$ cat config.mk
export PLATFORM = sky130hd
export DESIGN_NAME = axi_wr_arb
export DESIGN_NICKNAME = d
export VERILOG_FILES = /design/src/rtl/axi_wr_arb.sv
export SDC_FILE = /design/constraint.sdc
export NUM_CORES = 1
export LEC_CHECK = 0
export ABC_AREA = 1
export CORE_MARGIN = 2
export CORE_UTILIZATION = 55
export DETAILED_ROUTE_END_ITERATION = 10
export MAX_ROUTING_LAYER = met4
export PLACE_DENSITY = 0.85
export SYNTH_ARGS = -nofsm -noshare
export SYNTH_HDL_FRONTEND = slang
export SYNTH_SLANG_ARGS = --single-unit
export TNS_END_PERCENT = 5
$ cat constraint.sdc
create_clock -name clk -period 5 [get_ports clk]
set_input_delay 1 -clock clk [delete_from_list [all_inputs] [get_ports clk]]
set_output_delay 1 -clock clk [all_outputs]
set_load 0.01 [all_outputs]
$ cat src/rtl/axi_wr_arb.sv
`timescale 1ns/1ps
`default_nettype none
// ============================================================================
// Module   : axi_wr_arb
// Brief    : Round-robin arbiter that hands one AXI write requester at a time
//            the shared RAM write port, holding the grant from arbitration
//            through the B handshake, with a sticky stall watchdog.
// Revision : 1.0 - initial release
// ============================================================================
module axi_wr_arb #(
    parameter int N_REQ   = 4,
    parameter int TIMEOUT = 1024
) (
    input  logic                     clk,
    input  logic                     rst_n,
    input  logic [N_REQ-1:0]         req,
    output logic [N_REQ-1:0]         gnt,
    output logic [$clog2(N_REQ)-1:0] gnt_idx,
    output logic                     gnt_valid,
    input  logic                     m_awvalid,
    input  logic                     m_awready,
    input  logic                     m_wvalid,
    input  logic                     m_wready,
    input  logic                     m_wlast,
    input  logic                     m_bvalid,
    input  logic                     m_bready,
    output logic                     timeout
);

    localparam int                   c_IDX_W    = $clog2(N_REQ);
    localparam logic [c_IDX_W-1:0]   c_LAST_IDX = c_IDX_W'(N_REQ - 1);
    localparam logic [c_IDX_W:0]     c_N_WIDE   = (c_IDX_W + 1)'(N_REQ);
    localparam logic [N_REQ-1:0]     c_ONE_HOT0 = N_REQ'(1);

    typedef enum logic [1:0] {
        S_IDLE = 2'd0,
        S_ADDR = 2'd1,
        S_DATA = 2'd2,
        S_RESP = 2'd3
    } state_t;

    state_t               r_state;
    logic [c_IDX_W-1:0]   r_rr_ptr;
    logic                 r_w_done;

    logic                 w_aw_hs;
    logic                 w_w_hs;
    logic                 w_wlast_hs;
    logic                 w_b_hs;
    logic                 w_pick_found;
    logic [c_IDX_W-1:0]   w_pick_idx;
    logic [c_IDX_W:0]     w_sum;

    assign w_aw_hs    = m_awvalid & m_awready;
    assign w_w_hs     = m_wvalid & m_wready;
    assign w_wlast_hs = w_w_hs & m_wlast;
    assign w_b_hs     = m_bvalid & m_bready;

    // Scan offsets from the highest down so the smallest offset from
    // r_rr_ptr is the one left standing.
    always_comb begin
        w_pick_found = 1'b0;
        w_pick_idx   = r_rr_ptr;
        w_sum        = '0;
        for (int i = N_REQ - 1; i >= 0; i--) begin
            w_sum = {1'b0, r_rr_ptr} + (c_IDX_W + 1)'(i);
            if (w_sum >= c_N_WIDE) begin
                w_sum = w_sum - c_N_WIDE;
            end
            if (req[w_sum[c_IDX_W-1:0]]) begin
                w_pick_found = 1'b1;
                w_pick_idx   = w_sum[c_IDX_W-1:0];
            end
        end
    end

    always_ff @(posedge clk or negedge rst_n) begin
        if (!rst_n) begin
            r_state   <= S_IDLE;
            gnt       <= '0;
            gnt_idx   <= '0;
            gnt_valid <= 1'b0;
            r_rr_ptr  <= '0;
            r_w_done  <= 1'b0;
        end else begin
            case (r_state)
                S_IDLE: begin
                    if (w_pick_found) begin
                        gnt       <= c_ONE_HOT0 << w_pick_idx;
                        gnt_idx   <= w_pick_idx;
                        gnt_valid <= 1'b1;
                        r_w_done  <= 1'b0;
                        r_state   <= S_ADDR;
                    end else begin
                        gnt       <= '0;
                        gnt_valid <= 1'b0;
                    end
                end
                S_ADDR: begin
                    // The last W beat may legally precede or coincide with AW.
                    if (w_wlast_hs) begin
                        r_w_done <= 1'b1;
                    end
                    if (w_aw_hs) begin
                        r_state <= (r_w_done || w_wlast_hs) ? S_RESP : S_DATA;
                    end
                end
                S_DATA: begin
                    if (w_wlast_hs) begin
                        r_state <= S_RESP;
                    end
                end
                S_RESP: begin
                    if (w_b_hs) begin
                        r_state   <= S_IDLE;
                        gnt       <= '0;
                        gnt_valid <= 1'b0;
                        r_w_done  <= 1'b0;
                        r_rr_ptr  <= (gnt_idx == c_LAST_IDX) ? '0
                                                             : gnt_idx + c_IDX_W'(1);
                    end
                end
                default: begin
                    r_state <= S_IDLE;
                end
            endcase
        end
    end

    generate
        if (TIMEOUT > 0) begin : g_wdog
            localparam int                c_WD_W   = $clog2(TIMEOUT + 1);
            localparam logic [c_WD_W-1:0] c_WD_MAX = c_WD_W'(TIMEOUT);

            logic [c_WD_W-1:0] r_wd_cnt;
            logic [c_WD_W-1:0] w_wd_nxt;

            // Any channel progress proves the bus is alive; saturate rather than wrap.
            always_comb begin
                if ((r_state == S_IDLE) || w_aw_hs || w_w_hs || w_b_hs) begin
                    w_wd_nxt = '0;
                end else if (r_wd_cnt == c_WD_MAX) begin
                    w_wd_nxt = r_wd_cnt;
                end else begin
                    w_wd_nxt = r_wd_cnt + c_WD_W'(1);
                end
            end

            always_ff @(posedge clk or negedge rst_n) begin
                if (!rst_n) begin
                    r_wd_cnt <= '0;
                    timeout  <= 1'b0;
                end else begin
                    r_wd_cnt <= w_wd_nxt;
                    if (w_wd_nxt == c_WD_MAX) begin
                        timeout <= 1'b1;
                    end
                end
            end
        end else begin : g_no_wdog
            assign timeout = 1'b0;
        end
    endgenerate

endmodule
`default_nettype wire

# Yosys cells after proc, flatten, opt, wreduce, memory -nomap -nowiden
# Index checks and enable logic that the tools add are counted.
# op_classes
add_sub_neg,9
multipliers,0
n_div,0
order_cmp,8
eq_ne,11
n_shift,1
n_mux,38
bitwise_logic,4
n_reduce_logical,12
# ops
op,n
$mux 2,13
$eq 11x11->1 const B,2
$mux 11,2
$mux 1,13
$lt 2x3->1 const B,4
$add 11x1->11 const B,1
$ne 2x2->1 const B,5
$ge 3x3->1 const B,3
$bmux 1 s2,4
$mux 4,2
$pmux 2 s4,1
$pmux 4 s2,1
$reduce_and 4->1,2
$sub 2x1->2 const B,4
$add 2x2->3 const B,2
$eq 2x2->1 const B,3
$reduce_and 2->1,3
$and 1x1->1,4
$logic_or 1x1->1,4
$shl 1x2->4 const A,1
$add 2x1->3 const B,1
$ge 2x3->1 const B,1
$pmux 1 s3,1
$reduce_bool 3->1,1
other kinds (5),5
# word_totals
regBits,24
latch_bits,0
ram_bits,0
mem_bits_ro,0
input_bits,13
output_inout_bits,8
word_cells,91
memories,0

# Depth between registers and ports, before layout
# Gate-level depths: netlist of the first run.
# logic_depth
ltp_word,12
mapped_depth,14
depth_no_buf,13

# Least setup slack after synthesis of the first run
# Ideal clock, no wire load.
# synth_timing
path_type,input-to-reg
start,input port req[3]
end,register r_state[1]
setup_ps,74
arrival_ps,1801
required_time_ps,4926
setup_slack_ps,3125
stages,11
n_path_buf,0
path_cell_list,inv_1 nand2_1 nand3_2 nand2_1 inv_1 nand3_2 nor2_8 nand2_4 nand3_4 nand2_1 o21ai_2
# synth_between
elab_chain_len,8
word_cells_on_any_way,14
classes_between,eq/ne (1); mux (12); reduce/logical (1)
# synth_rtl
item,line_no,rtl
start: declaration,16,"input logic [N_REQ-1:0] req,"
$bmux 1 s2,70,if (req[w_sum[c_IDX_W-1:0]]) begin
$mux 1 (implied by the code),70,
$mux 1 (3 in series),70,
$mux 1 *,70,
$ne 2x2->1 (no line) *,-,
$reduce_and 4->1 (no line) *,-,
end signal: assignment,105,r_state <= (r_w_done || w_wlast_hs) ? S_RESP : S_DATA;
end: declaration,42,state_t r_state;
# Every way passes the cells marked *; elsewhere a longest branch is shown, timed or not. The select of a mux whose other input is x is not followed.
# A chain may end at the register's enable or synchronous reset.

# Worst setup path in the final report of the first run
# layout_timing
start,input port m_awvalid
end,register timeout
# layout_between
elab_chain_len,6
# layout_rtl
item,line_no,rtl
start: declaration,20,"input logic m_awvalid,"
$and 1x1->1,54,assign w_aw_hs = m_awvalid & m_awready;
$logic_or 1x1->1 (3 in series),140,if ((r_state == S_IDLE) || w_aw_hs || w_w_hs || w_b_hs) begin
$mux 11,140,
$eq 11x11->1,155,if (w_wd_nxt == c_WD_MAX) begin
end signal: assignment,152,timeout <= 1'b0;
end signal: assignment,156,timeout <= 1'b1;
end: declaration,27,output logic timeout
# No other way between the ends.

==> impl_metrics.csv, run 1 <==
group,metric,value,unit
route,postRouteWirelength,3.04,mm
route,drt_iter0_drc,111,
floorplanning,io_pins,21,
status,outcome,"complete, no violations",
power_and_ir_drop,ir_drop,0.316,mV
route,first_pass_iters,4,
route,post_drt_wl_per_cell,10.2,µm
cells_and_area,final_util,65.3,%
sta,tightest_slew,1.02,ns
clock_network,cts_root_buffer,"clkbuf_4",
synth,avgSynthCellArea,7.03,µm²
clock_network,clock-sinks,24,
clock_network,numCtsBuffers,3,
clock_network,cts_setup_buffers,0,
synth,yosys_warnings,0,
power_and_ir_drop,p_per_area,493,nW/µm²
placement,placed_area,1930,µm²
synth,synth_flop_cell,"dfrtp_1",
floorplanning,start_util,56.6,%
cells_and_area,fill_cells,258,
synth,synth_cells,242,
cells_and_area,final_area,1960,µm²
synth,ys_ff_latch,24,
clock_network,cts_tree,"yes",
cells_and_area,syn2layout_area_growth,15.4,%
cells_and_area,final_nets,286,
synth,async_flop_share,100,%
synth,post-synth-top-count-cell,"nand2_1",
route,route.detailed.drc,0,
job,maxCapViolations,0,
hold_path,hp-start,"r_w_done",
sta,setup-violations-final,0,
cells_and_area,drive_gt1_share,10.6,%
placement,port_buffers,20,
sta,clock-skew-final,0.00391,ns
route,drtAntennaViolNets,0,
global_routing,antenna_found_initial,0,
clock_network,cts_hold_buffers,0,
synth,synth_area_leaders,"dfrtp_1, nand2_1, inv_1",
sta,finalSetupTns,0,ns
power_and_ir_drop,p_leak,1.15,nW
sta,final-max-slew-violation-count,0,
setup_path,worst-endpoint-required,5.22,ns
global_routing,grt_pass1_wl,5.35,mm
clock_network,cts_buffer_depth,2,
clock_network,cts_resized,0,
sta,finalHoldViolations,0,
sta,slew_headroom,32.0,%
synth,ys_top_cells_by_count,"nand2_1, inv_1, dfrtp_1, nand3_1, nor2_1",
global_routing,grtUsageTotal,19.7,%
route,vias_per_cell,4.91,
synth,netlist_area,1700,µm²
setup_path,r2r_slack,2.77,ns
clock_network,clock_latency,0.31,ns
synth,ys_types,28,
global_routing,grt_pass1_vias,1294,
floorplanning,core,3000,µm²
cells_and_area,antenna_cells,0,
floorplanning,dieArea,3550,µm²
route,vias,1459,
synth,synth_nets,263,
setup_path,path_max_fanout,11,
global_routing,grt_max_degree,25,
sta,min_period,2.44,ns
setup_path,cp-end-kind,"flop",
synth,ys_seq_area_share,35.3,%
hold_path,hp-class,"flop to flop",
floorplanning,fp.dieH,59.6,µm
clock_network,clk_transition_reported_paths,0.13,ns
synth,yosysTopAreaCell,"dfrtp_1",
floorplanning,rows,20,
placement,globalplace.congestion,0.914,
setup_path,critPathKind,"primary input to flop",
synth,synth-edff-count,0,
sta,finalCritPeriodShare,48.7,%
placement,dpl_worst_slack,2.20,ns
sta,finalWorstSetupSlack,2.56,ns
floorplanning,die_w,59.6,µm
sta,max_freq,410,MHz
sta,rsz0062_at_grt,"no",
clock_network,cts.htree.levels,1,
hold_path,hold_end,"r_w_done",
setup_path,r2r-end,"timeout",
setup_path,start_kind,"primary input",
setup_path,reg2reg_depth,10,
setup_path,cp.arrival,2.66,ns
global_routing,overflow,0,
placement,dp_hpwl,2.45,mm
setup_path,timing.rr.start,"r_state[0]",
hold_path,whs_path_depth,2,
synth,yosysTopAreaCellShare,35.3,%
==> area by class of cell <==
class	instances	area [µm²]	area share, %
clock buffer	4	36.3	1.85
inverter	48	185	9.44
multi-input combinational	168	898	45.8
sequential	24	601	30.6
tap	33	41.3	2.10
timing repair buffer	20	200	10.2
==> worst max path at each step <==
| stage | start | cells past startpoint | slack, ns | to |
|---|---|---|---|---|
| 3_3_place_gp | m_awvalid | 9 | 2.30 | timeout |
| 6_report | m_awvalid | 9 | 2.56 | timeout |
| 3_5_place_dp | m_awvalid | 9 | 2.20 | timeout |
| 5_1_grt | m_awvalid | 9 | 2.37 | timeout |
| 2_1_floorplan | req[3] | 11 | 3.13 | r_state[1] |
| 4_1_cts | m_awvalid | 9 | 2.55 | timeout |
==> through the flow <==
step | instances | hold slack [ns] | total power [mW]
3_3_place_gp | 293 | 0.468 | 0.856
6_report | 297 | 0.504 | 0.967
4_1_cts | 297 | 0.504 | 0.974
3_5_place_dp | 293 | 0.469 | 0.870
2_1_floorplan | 242 | 0.454 | 0.743
5_1_grt | 297 | 0.545 | 1.07
==> routing by layer <==
layer / up-vias / track usage (%) / share of wire (%) / routed length [µm]
li1: 791 / - / - / -
met1: 634 / 28.2 / 51 / 1550
met2: 30 / 31.1 / 45 / 1370
met3: 4 / 1.97 / 3.1 / 95
met4: 0 / 3.17 / 0.82 / 25
met5: - / - / 0 / 0
==> placed cells by master, fill, tap and decap left out <==
| cell type | count |
|---|---|
| a211oi_1 | 1 |
| a21o_1 | 1 |
| a21oi_1 | 3 |
| a21oi_2 | 1 |
| clkbuf_4 | 3 |
| clkbuf_8 | 1 |
| clkdlybuf4s50_1 | 20 |
| dfrtp_1 | 24 |
| ha_1 | 8 |
| inv_1 | 43 |
| inv_2 | 4 |
| inv_6 | 1 |
| nand2_1 | 78 |
| nand2_2 | 7 |
| nand2_4 | 2 |
| nand3_1 | 24 |
| nand3_2 | 3 |
| nand3_4 | 1 |
| nand4_1 | 5 |
| nor2_1 | 17 |
| nor2_2 | 1 |
| nor2_8 | 1 |
| nor3_2 | 1 |
| o21ai_0 | 4 |
| o21ai_1 | 1 |
| o21ai_2 | 2 |
| o21bai_1 | 1 |
| o31ai_1 | 1 |
| xor2_1 | 5 |
==> worst max-delay path, stage by stage <==
cell and delay [ns]:
clkdlybuf4s50_1 0.40, nand2_1 0.08, nand3_1 0.07, a21oi_1 0.64, nand3_1 0.19, nand2_1 0.12
nor2_1 0.05, nand3_1 0.07, nand2_1 0.05
==> flip-flops by register name, summed over array words and instances (netlist names) <==
register	flops
r_w_done	1
g_wdog.r_wd_cnt	11
timeout	1
r_rr_ptr	2
gnt_valid	1
r_state	2
gnt	4
gnt_idx	2
==> power breakdown <==
| group | switching (mW) | total (mW) | internal [mW] |
|---|---|---|---|
| Clock | 0.0579 | 0.102 | 0.0445 |
| Sequential | 0.0518 | 0.294 | 0.242 |
| Combinational | 0.348 | 0.571 | 0.223 |
| Total | 0.458 | 0.967 | 0.509 |
==> cells by family after synthesis <==
| kind of cell | Yosys count | share of synthesized area (%) |
|---|---|---|
| buffers and inverters | 50 | 11.8 |
| and+or+nand+nor | 140 | 38.7 |
| adders and majority gates | 8 | 5.89 |
| DFF | 24 | 35.3 |
| AOI/OAI and AO/OA | 15 | 5.67 |
| xor gates and xnor gates | 5 | 2.58 |
Power figures use the tool's default switching activity.
==> run 2: changes to the inputs <==
--- a/config.mk
+++ b/config.mk
@@ -7,10 +7,10 @@
 export LEC_CHECK = 0
 export ABC_AREA = 1
 export CORE_MARGIN = 2
-export CORE_UTILIZATION = 55
+export CORE_UTILIZATION = 50
 export DETAILED_ROUTE_END_ITERATION = 10
 export MAX_ROUTING_LAYER = met4
-export PLACE_DENSITY = 0.85
+export PLACE_DENSITY = 0.82
 export SYNTH_ARGS = -nofsm -noshare
 export SYNTH_HDL_FRONTEND = slang
 export SYNTH_SLANG_ARGS = --single-unit
==> constraint.sdc (replaced) <==
create_clock -name clk -period 2 [get_ports clk]
set_input_delay 0.4 -clock clk [delete_from_list [all_inputs] [get_ports clk]]
set_output_delay 0.4 -clock clk [all_outputs]
set_load 0.01 [all_outputs]
==> impl_metrics.csv, run 2 (synthesis gave the netlist of run 1 again) <==
group,metric,value,unit
clock_network,cts_root_buffer,"clkbuf_4",
floorplanning,core,3310,µm²
floorplanning,start_util,51.4,%
cells_and_area,syn2layout_area_growth,17.7,%
clock_network,cts_tree,"yes",
global_routing,grt_max_degree,25,
route,vias,1482,
sta,finalCritPeriodShare,93.5,%
route,postRouteWirelength,3.19,mm
setup_path,slowest_delay,0.42,ns
setup_path,crit_top_cell,"nand3_1",
clock_network,cts_buffer_depth,2,
setup_path,crit_family,"simple AND/OR/NAND/NOR gates",
power_and_ir_drop,p_per_area,1230,nW/µm²
route,first_pass_iters,4,
route,vias_per_cell,4.73,
cells_and_area,largest-register,"g_wdog.r_wd_cnt",
placement,globalplace.congestion,0.962,
setup_path,path_max_fanout,11,
sta,clock-skew-final,0.0113,ns
cells_and_area,antenna_cells,0,
cells_and_area,largest_reg_flops,11,
floorplanning,fp.dieH,62.3,µm
cells_and_area,final_cell_mix,"nand2_1, inv_1, nand3_1",
job,maxCapViolations,0,
route,route.detailed.drc,0,
clock_network,cts_hold_buffers,0,
cells_and_area,drive_gt1_share,12.0,%
floorplanning,dieArea,3880,µm²
floorplanning,rows,21,
route,drtAntennaViolNets,0,
cells_and_area,final_util,60.5,%
sta,slew_headroom,75.5,%
sta,finalHoldViolations,0,
global_routing,grt_pass1_wl,5.84,mm
sta,setup-violations-final,0,
setup_path,worst-endpoint-required,2.23,ns
clock_network,clk_transition_reported_paths,0.14,ns
clock_network,cts.htree.levels,1,
sta,tightest_slew,0.368,ns
cells_and_area,top_regs,"g_wdog.r_wd_cnt (11), gnt (4)",
placement,dpl_worst_slack,0.136,ns
power_and_ir_drop,total_power,2.47,mW
power_and_ir_drop,p_leak,1.17,nW
sta,min_period,1.87,ns
setup_path,cp-end-kind,"flop",
placement,dp_hpwl,2.49,mm
sta,max_freq,535,MHz
clock_network,clock-sinks,24,
setup_path,cp.arrival,2.10,ns
route,drt_iter0_drc,49,
global_routing,grt_pass1_vias,1389,
global_routing,grtUsageTotal,19.2,%
global_routing,antenna_found_initial,0,
clock_network,numCtsBuffers,3,
cells_and_area,fill_cells,310,
setup_path,path_buf_inv,3,
sta,final-max-slew-violation-count,0,
clock_network,clock_latency,0.33,ns
placement,port_buffers,20,
status,outcome,"complete, no violations",
setup_path,critPathKind,"flop to flop",
setup_path,cp_slowest_cell,"dfrtp_1",
cells_and_area,layout_commonest_cell,"nand2_1",
floorplanning,die_w,62.3,µm
floorplanning,io_pins,21,
hold_path,hp-class,"primary input to async pin",
route,post_drt_wl_per_cell,10.2,µm
sta,finalWorstSetupSlack,0.130,ns
global_routing,overflow,0,
setup_path,crit_chain,"inv_1 > ha_1 > inv_1 > nand3_1 > a21oi_1 > buf_4 > nand3_1 > nand2_1 > nor2_1 > nand3_1 > nand2_1",
setup_path,start_kind,"flop",
cells_and_area,final_nets,289,
power_and_ir_drop,ir_drop,0.707,mV
run 2: cell types whose count changed in the layout (fill, tap and decap cells not counted), sizes merged:
cell  previous run  this run
buf              0         3
run 2: worst reg2reg max path: stages (launching register included):
cell     delay, ns
dfrtp_1       0.42
inv_1         0.11
ha_1          0.28
inv_1         0.14
nand3_1       0.12
a21oi_1       0.13
buf_4         0.19
nand3_1       0.11
nand2_1       0.09
nor2_1        0.06
nand3_1       0.08
nand2_1       0.05
run 2: per-layer routing:
metal | global-route usage (%) | share of wire [%]
met5 | - | 0
met4 | 8.33 | 2.0
met3 | 3.44 | 3.3
met2 | 31.1 | 45
met1 | 23.6 | 49
run 2: final cells by class:
class / instances / area, µm² / area share (%)
well taps: 46 / 57.6 / 2.88
flip-flops and latches: 24 / 602 / 30.1
inverters: 48 / 185 / 9.25
clock buffers: 4 / 36.3 / 1.81
repair buffers: 23 / 223 / 11.1
multi-input cells: 168 / 898 / 44.9
run 2: path summary, 6_finish.rpt:
| path | to | startpoint | cells after the start | slack (ns) |
|---|---|---|---|---|
| worst max-delay path | timeout | r_state[0] | 11 | 0.13 |
| worst min-delay path | gnt[0] | rst_n | 2 | 0.41 |
| worst max register to register | timeout | r_state[0] | 11 | 0.13 |
| worst min register to register | timeout | timeout | 2 | 0.48 |
| max in group asynchronous | r_state[1] | rst_n | 2 | 1.34 |
| min in group clk | timeout | timeout | 2 | 0.48 |
run 2: repair_timing:
item	in CTS	in global routing
setup endpoints to repair	0	1
endpoints found under the hold margin	0	0
setup buffers	0	1
gates resized for setup	0	1
run 2: through the flow:
step                      std cells  instance area, µm²  TNS [ns]  hold slack, ns
final                           313                2000         0           0.409
after floorplan                 242                1700         0           0.104
after CTS                       312                1990         0           0.415
after detailed placement        308                1960         0           0.459
after global routing            313                2000  -0.00135           0.417
after global placement          308                1960         0           0.452
run 2: power breakdown:
group          switching (mW)  internal [mW]  leakage, nW
Sequential              0.126          0.608        0.310
Combinational           0.891          0.576        0.835
Clock                   0.154          0.112       0.0210
==> run 3: changes to the inputs <==
--- a/config.mk
+++ b/config.mk
@@ -8,6 +8,7 @@
 export ABC_AREA = 1
 export CORE_MARGIN = 2
 export CORE_UTILIZATION = 50
+export CTS_CLUSTER_SIZE = 28
 export DETAILED_ROUTE_END_ITERATION = 10
 export MAX_ROUTING_LAYER = met4
 export PLACE_DENSITY = 0.82
==> results of run 3 <==
Final layout, timing and power as in run 2 (identical DEF).
